--- src/rtl/level_decode_sequencer.sv ---
// Level decode sequencer: walks one coefficient block level by level, handing codes to the
// level processing unit and adapting the suffix length from the levels it returns.
module level_decode_sequencer #(
    parameter int MAX_SUFFIX = 6
) (
    input  logic        Clk,
    input  logic        nReset,
    input  logic        Start,
    input  logic [4:0]  TotalCoeff,
    input  logic [1:0]  TrailingOnes,
    input  logic        CodeValid,
    input  logic [13:0] CodeNum,
    output logic        CodeReady,
    output logic        LpuTrig,
    output logic        LpuTrailingOneMode,
    output logic [1:0]  LpuTrailingOnes,
    output logic [2:0]  LpuSuffixLength,
    output logic [13:0] LpuCodeNum,
    input  logic [12:0] LpuLevelOut,
    input  logic        LpuWrReq,
    output logic        Busy,
    output logic        Done
);

    typedef enum logic [2:0] {
        S_IDLE,
        S_ISSUE,
        S_TRIG,
        S_WAIT,
        S_DONE
    } state_t;

    localparam logic [2:0] MAX_SFX = 3'(MAX_SUFFIX);

    state_t      state_q, state_d;
    logic [4:0]  cnt_q, cnt_d;
    logic [4:0]  total_q, total_d;
    logic [1:0]  t1_q, t1_d;
    logic [1:0]  eff_t1_q, eff_t1_d;
    logic [2:0]  suffix_q, suffix_d;
    logic [13:0] code_q, code_d;

    logic        t1_mode;
    logic [4:0]  cnt_inc;
    logic [12:0] level_mag;
    logic [12:0] threshold;

    always_ff @(posedge Clk or negedge nReset) begin
        if (!nReset) begin
            state_q  <= S_IDLE;
            cnt_q    <= '0;
            total_q  <= '0;
            t1_q     <= '0;
            eff_t1_q <= '0;
            suffix_q <= '0;
            code_q   <= '0;
        end else begin
            state_q  <= state_d;
            cnt_q    <= cnt_d;
            total_q  <= total_d;
            t1_q     <= t1_d;
            eff_t1_q <= eff_t1_d;
            suffix_q <= suffix_d;
            code_q   <= code_d;
        end
    end

    // Magnitude is taken as unsigned 13 bits so that -4096 yields 4096 rather than wrapping.
    always_comb begin
        state_d   = state_q;
        cnt_d     = cnt_q;
        total_d   = total_q;
        t1_d      = t1_q;
        eff_t1_d  = eff_t1_q;
        suffix_d  = suffix_q;
        code_d    = code_q;

        t1_mode   = (cnt_q < {3'b000, eff_t1_q});
        cnt_inc   = cnt_q + 5'd1;
        level_mag = LpuLevelOut[12] ? (~LpuLevelOut + 13'd1) : LpuLevelOut;
        threshold = 13'd3 << (suffix_q - 3'd1);

        case (state_q)
            S_IDLE: begin
                if (Start) begin
                    total_d  = TotalCoeff;
                    t1_d     = TrailingOnes;
                    eff_t1_d = (TotalCoeff < {3'b000, TrailingOnes}) ? TotalCoeff[1:0] : TrailingOnes;
                    cnt_d    = '0;
                    suffix_d = ((TotalCoeff > 5'd10) && (TrailingOnes != 2'd3)) ? 3'd1 : 3'd0;
                    state_d  = (TotalCoeff == 5'd0) ? S_DONE : S_ISSUE;
                end
            end
            S_ISSUE: begin
                if (CodeValid) begin
                    code_d  = CodeNum;
                    state_d = S_TRIG;
                end
            end
            S_TRIG: begin
                state_d = S_WAIT;
            end
            S_WAIT: begin
                if (LpuWrReq) begin
                    cnt_d = cnt_inc;
                    if (!t1_mode) begin
                        if (suffix_q == 3'd0) begin
                            suffix_d = 3'd1;
                        end else if ((level_mag > threshold) && (suffix_q < MAX_SFX)) begin
                            suffix_d = suffix_q + 3'd1;
                        end
                    end
                    state_d = (cnt_inc == total_q) ? S_DONE : S_ISSUE;
                end
            end
            S_DONE: begin
                state_d = S_IDLE;
            end
            default: begin
                state_d = S_IDLE;
            end
        endcase
    end

    assign CodeReady          = (state_q == S_ISSUE);
    assign LpuTrig            = (state_q == S_TRIG);
    assign Busy               = (state_q != S_IDLE);
    assign Done               = (state_q == S_DONE);
    assign LpuTrailingOneMode = t1_mode;
    assign LpuTrailingOnes    = t1_q;
    assign LpuSuffixLength    = suffix_q;
    assign LpuCodeNum         = code_q;

endmodule
--- config.mk ---
export PLATFORM = sky130hd
export DESIGN_NAME = level_decode_sequencer
export DESIGN_NICKNAME = d
export VERILOG_FILES = /design/src/rtl/level_decode_sequencer.sv
export SDC_FILE = /design/constraint.sdc
export NUM_CORES = 1
export LEC_CHECK = 0
export ABC_CLOCK_PERIOD_IN_PS = 6510
export CAP_MARGIN = 10
export CORE_MARGIN = 4
export CORE_UTILIZATION = 52
export DETAILED_ROUTE_END_ITERATION = 16
export PLACE_DENSITY = 0.81
export SKIP_CTS_REPAIR_TIMING = 1
export SYNTH_ARGS = -nofsm -noshare
export SYNTH_HDL_FRONTEND = slang
export SYNTH_SLANG_ARGS = --single-unit
--- constraint.sdc ---
create_clock -name Clk -period 6.51 [get_ports Clk]
set_input_delay 0.651 -clock Clk [delete_from_list [all_inputs] [get_ports Clk]]
set_output_delay 0.651 -clock Clk [all_outputs]
set_load 0.02 [all_outputs]
==> flow_metrics.py, run 1 <==
metrics = {
    "logic_synthesis": {
        "yosysWarningCount": 0,
        "synth_cell_types": 48,
        "ys_seq_elements": 34,
        "netlist_top_cells_area": "dfrtp_1, ha_1, mux2_2",
        "syn-num-nets": 311,
        "synth_top_cell_area_share_pct": 36.9,
        "synth-async-reset-ratio_pct": 100,
        "synthCells": 254,
        "synth_area_sq_um": 2310,
        "yosysTopAreaCell": "dfrtp_1",
        "synth_top_flop_cell": "dfrtp_1",
        "syn_area_per_cell_sq_um": 9.08,
        "synth_edf_count": 0,
        "yosysSeqAreaShare_pct": 36.9,
    },
    "sta": {
        "min_period_over_period_pct": 59.6,
        "setup_viol": 0,
        "max-slew-margin-rel_pct": 35.3,
        "final-max-slew-violation-count": 0,
        "worstMarginPinSlew_ns": 0.965,
        "period_needed_ns": 3.88,
        "finClkSkew_ns": 0.00542,
        "max_freq_ghz": 0.258,
        "grt_setup_unrepaired": "no",
        "setup_tns_ns": 0,
        "hold_viol": 0,
    },
    "clock_network": {
        "cts_sinks": 34,
        "cts_tree": "done",
        "ctsHtreeMaxLevel": 2,
        "numCtsBuffers": 5,
        "cts_root_buffer": "clkbuf_8",
        "worstSkewPairLatency_ns": 0.29,
        "clk_path_buf_depth": 2,
        "clk_pin_slew_worst_paths_ns": 0.07,
    },
    "detailed_routing": {
        "viasPerCell": 5.65,
        "post_drt_wl_per_cell_um": 14.7,
        "firstDrtPassIters": 4,
        "dr_total_vias": 2072,
        "wirelength_um": 5410,
        "drtIter0Drc": 100,
        "antenna_left": 0,
        "drc": 0,
    },
    "critical_path": {
        "r2r_end": "LpuSuffixLength[2]",
        "startpoint_type": "input port",
        "crit_type": "in -> reg",
        "crit_path_end_kind": "flop",
        "r2r-start": "LpuSuffixLength[0]",
        "cp_max_fo": 8,
        "required_ns": 6.68,
        "r2r_slack_ns": 3.21,
        "r2r_cells": 11,
        "arrival_ns": 4.05,
    },
    "die": {
        "row_count": 23,
        "core_area_sq_um": 4140,
        "dieArea_sq_um": 5570,
        "initial_core_util_pct": 55.7,
        "die_w_um": 74.6,
        "die_h_um": 74.6,
        "pin_count": 63,
    },
    "grt": {
        "grt_pass1_vias": 1921,
        "grt_pass1_wl_um": 8880,
        "grt_max_degree": 35,
        "track_usage_pct": 20.7,
        "antenna_found_initial": 0,
        "overflow": 0,
    },
    "job": {
        "maxCapViolCount": 0,
    },
    "placement": {
        "io_buffers": 62,
        "finalWeightedCongestion": 0.847,
        "dpl.hpwl_um": 4230,
        "dpl-instance-area_sq_um": 2970,
    },
    "min_path": {
        "worstHoldPathType": "reg -> reg",
        "min_to": "LpuTrailingOnes[0]",
        "hp-start": "LpuTrailingOnes[0]",
        "hold_depth": 2,
    },
    "cells_and_area": {
        "antenna-diode-count": 0,
        "multi_input_area_sq_um": 1370,
        "fin_area_sq_um": 3110,
        "seq_area_sq_um": 851,
        "area_growth_pct": 34.7,
        "fin_nets": 373,
        "final_layout_size_suffix_gt1_share_pct": 9.46,
        "fill_cells": 315,
    },
    "status": {
        "outcome": "finished clean",
    },
    "power": {
        "cellPowerDensity_nw_per_um2": 452,
        "p_leak_uw": 0.00134,
        "ir_drop_v": 0.000319,
    },
}
layout make-up:
class                      count  area share (%)
clock buffer                   5            2.22
clock inverter                 3            2.22
inverter                      13            1.57
multi-input combinational    198            44.1
sequential                    34            27.4
tap                           50            2.01
timing repair buffer          64            20.5
worst max-delay path by stage:
stage | from | end | slack [ns] | cells after the start
2_1_floorplan | LpuLevelOut[4] | LpuSuffixLength[2] | 3.31 | 11
3_3_place_gp | LpuLevelOut[4] | LpuSuffixLength[2] | 2.62 | 12
3_5_place_dp | LpuLevelOut[4] | LpuSuffixLength[2] | 2.39 | 12
4_1_cts | LpuLevelOut[4] | LpuSuffixLength[2] | 2.70 | 12
5_1_grt | LpuLevelOut[4] | LpuSuffixLength[2] | 2.36 | 12
6_report | LpuLevelOut[4] | LpuSuffixLength[2] | 2.63 | 12
per-stage QoR:
step	total power, uW	std cells	setup slack, ns	util, %	hold WS [ns]
3_5_place_dp	1170	359	2.39	71.6	0.468
3_3_place_gp	1150	359	2.62	71.6	0.465
4_1_cts	1410	367	2.70	75.0	0.485
6_report	1400	367	2.63	75.0	0.484
5_1_grt	1510	367	2.36	75.0	0.511
2_1_floorplan	885	254	3.31	-	0.355
Yosys cell counts (2+ instances only):
master and number:
nand2_1 41, a311oi_1 2, xor2_1 6, clkbuf_1 5, nor3b_1 2, a31oi_1 2
o22ai_1 2, inv_1 13, mux2_2 14, nand3_1 6, a21oi_1 12, or3_1 3
nand2b_1 7, nand4_1 4, a311o_1 2, xnor2_1 10, o211ai_1 3, and2_1 4
ha_1 18, a21o_1 3, nor2_1 12, or2_2 2, nor3_1 8, dfrtp_1 34
o21ai_0 14, buf_2 3
cell families after synthesis:
family / after synthesis / share of synthesized area (%)
muxes: 15 / 7.27
AOI/OAI and AO/OA: 52 / 14.8
DFF: 34 / 36.9
and+or+nand+nor: 97 / 21.3
adders and majority gates: 18 / 9.76
xor gates and xnor gates: 16 / 6.07
buffers and inverters: 22 / 3.90
sequential cells by signal, indices dropped and copies added, names as in the netlist:
signal and flops:
LpuTrailingOnes 2, LpuSuffixLength 3, state_q 3, LpuCodeNum 14, cnt_q 5, eff_t1_q 2
total_q 5
metal layers:
metal | vias to the layer above | global-route usage (%) | share of wire [%]
met5 | - | 0 | 0
li1 | 1036 | - | -
met4 | 0 | 7.11 | 2.0
met3 | 9 | 5.21 | 6.7
met1 | 966 | 27.3 | 43
met2 | 61 | 33.4 | 48
power breakdown:
| part | leakage (uW) | switching (uW) | internal (uW) |
|---|---|---|---|
| Combinational | 0.000852 | 396 | 381 |
| Clock | 0.0000683 | 80.2 | 153 |
| Sequential | 0.000416 | 84.5 | 308 |
| Total | 0.00134 | 561 | 842 |
cell usage in the layout, fill, tap and decap left out, drive strengths merged, types with 2 or more instances in the layout:
cell,Yosys,routed
nor2,12,12
o211ai,3,3
ha,18,18
nand3,6,6
a21o,3,3
nand2b,7,7
xor2,6,6
a311oi,2,2
buf,4,2
mux2,14,14
nand4,4,4
o21ai,15,15
bufinv,0,2
a31oi,2,2
a311o,2,2
nor3b,2,2
o22ai,2,2
clkbuf,5,5
inv,13,13
nand2,41,41
or2,3,3
or3,3,3
clkdlybuf4s50,0,62
dfrtp,34,34
xnor2,10,10
and2,4,4
nor4,2,2
nor3,8,8
a21oi,12,12
critical path, cell delays in order:
cell	delay [ns]
clkdlybuf4s50_1	0.49
nor4_4	0.54
nand2_1	0.14
o31a_1	0.27
xor2_1	0.15
ha_1	0.33
a21oi_1	0.20
o21ai_0	0.13
a2111oi_1	0.50
o22a_1	0.27
a21oi_1	0.07
a311o_1	0.31
(Power assumes the default switching activity.)
==> run 2: changes to the inputs <==
- ABC_CLOCK_PERIOD_IN_PS: 6510 -> 4000
- CORE_UTILIZATION: 52 -> 49
- PLACE_DENSITY: 0.81 -> 0.77
- clock period: 6.51 -> 4 ns (I/O delays scaled with it)
==> flow_metrics.py, run 2 (synthesis results as in run 1) <==
metrics = {
    "sta": {
        "setup_viol": 0,
        "max-slew-margin-rel_pct": 30.0,
        "period_needed_ns": 3.25,
        "max_freq_ghz": 0.307,
        "finClkSkew_ns": 0.00766,
        "fin_hold_ws_ns": 0.497,
        "final-max-slew-violation-count": 0,
        "setup_tns_ns": 0,
        "grt_setup_unrepaired": "no",
        "min_period_over_period_pct": 81.3,
        "hold_viol": 0,
        "worstMarginPinSlew_ns": 1.04,
    },
    "detailed_routing": {
        "post_drt_wl_per_cell_um": 14.0,
        "firstDrtPassIters": 5,
        "drc": 0,
        "wirelength_um": 5190,
        "drtIter0Drc": 85,
        "antenna_left": 0,
        "viasPerCell": 5.46,
        "dr_total_vias": 2019,
    },
    "grt": {
        "grt_pass1_wl_um": 8980,
        "grt_pass1_vias": 1948,
        "overflow": 0,
        "antenna_found_initial": 0,
        "track_usage_pct": 18.7,
        "grt_max_degree": 35,
    },
    "die": {
        "initial_core_util_pct": 51.9,
        "dieArea_sq_um": 5870,
        "core_area_sq_um": 4440,
        "row_count": 24,
        "pin_count": 63,
        "die_w_um": 76.6,
        "die_h_um": 76.6,
    },
    "min_path": {
        "hold_depth": 2,
        "worstHoldPathType": "reg -> reg",
    },
    "power": {
        "ir_drop_v": 0.000381,
        "p_leak_uw": 0.00132,
        "cellPowerDensity_nw_per_um2": 701,
    },
    "critical_path": {
        "arrival_ns": 3.42,
        "crit_chain": "clkdlybuf4s50_1 > nor4_4 > nand2_1 > o31a_1 > xor2_1 > ha_1 > a21oi_1 > o21ai_0 > a2111oi_1 > o22a_1 > a21oi_1 > a311o_1",
        "crit_path_frequent_cell": "a21oi_1",
        "crit_type": "in -> reg",
        "required_ns": 4.17,
        "crit_path_max_incr_delay_ns": 0.50,
        "critPathSlowestCell": "clkdlybuf4s50_1",
        "r2r_cells": 11,
        "crit_path_end_kind": "flop",
        "startpoint_type": "input port",
        "cp_max_fo": 3,
    },
    "placement": {
        "dpl.hpwl_um": 4180,
        "finalWeightedCongestion": 0.868,
        "io_buffers": 62,
    },
    "clock_network": {
        "ctsHtreeMaxLevel": 2,
        "cts_tree": "done",
        "numCtsBuffers": 5,
        "cts_sinks": 34,
        "cts_root_buffer": "clkbuf_8",
        "clk_path_buf_depth": 2,
        "worstSkewPairLatency_ns": 0.29,
        "clk_pin_slew_worst_paths_ns": 0.07,
    },
    "cells_and_area": {
        "final_common_cell": "clkdlybuf4s50_1",
        "antenna-diode-count": 0,
        "layout_common_cells": "clkdlybuf4s50_1, nand2_1, dfrtp_1",
        "fill_cells": 355,
        "multi_input_area_sq_um": 1370,
        "fin_nets": 374,
        "seq_area_sq_um": 851,
        "final_layout_size_suffix_gt1_share_pct": 9.75,
        "area_growth_pct": 33.2,
        "largest_reg_flops": 14,
    },
    "job": {
        "maxCapViolCount": 0,
    },
    "status": {
        "outcome": "finished clean",
    },
}
## run 2: cell count changes in the layout (fill, tap and decap cells not counted)
| cell | previous run | this run |
|---|---|---|
| bufinv_16 | 2 | 0 |
| buf_4 | 2 | 3 |
| clkbuf_8 | 5 | 6 |
| clkinv_2 | 0 | 1 |
| clkinv_4 | 1 | 0 |
| clkinvlp_4 | 0 | 1 |
## run 2: per-layer routing
| metal | wire (um) | global-route usage, % | part of all wire (%) |
|---|---|---|---|
| met4 | 58 | 5.43 | 1.1 |
| met3 | 261 | 4.37 | 5.0 |
| met5 | 0 | 0 | 0 |
| met1 | 2380 | 23.4 | 46 |
| met2 | 2500 | 32.2 | 48 |
## run 2: path summary, 6_finish.rpt
kind                       slack, ns            endpoint               start
min reg2reg                     0.50         eff_t1_q[1]         eff_t1_q[1]
max in group asynchronous       3.17          total_q[2]              nReset
max reg2reg                     0.78  LpuSuffixLength[2]  LpuSuffixLength[0]
min                             0.50         eff_t1_q[1]         eff_t1_q[1]
min in group asynchronous       0.51       LpuCodeNum[7]              nReset
max                             0.75  LpuSuffixLength[2]      LpuLevelOut[4]
## run 2: power by group
group          internal (uW)  leakage, uW  switching (uW)  total (uW)
clock network            138    0.0000472             124         262
registers                501     0.000416             136         637
logic                    620     0.000858             637        1260
total                   1260      0.00132             897        2160
## run 2: area by class of cell
cell class              instances  area share, %
multi-input cells             198           44.6
flip-flops and latches         34           27.7
repair buffers                 65           20.9
clock buffers                   6           2.69
well taps                      52           2.12
inverters                      13           1.59
clock inverters                 2          0.407
## run 2: stage by stage
stage                     cell area, sq um  util (%)  setup WS (ns)  std cells  power, uW
after floorplan                       2310         -          0.853        254       1440
after global placement                2980      67.0          0.547        362       1870
after detailed placement              2980      67.0          0.456        362       1910
after CTS                             3070      69.2          0.758        370       2170
after global routing                  3070      69.2          0.553        370       2330
final                                 3070      69.2          0.747        370       2160
## run 2: critical path: cells and delay by family
kind,cells,cell delay (ns)
xor+xnor,1,0.14
buf+inv,1,0.50
compound gates,7,1.61
fa+ha+maj,1,0.34
simple gates,2,0.43
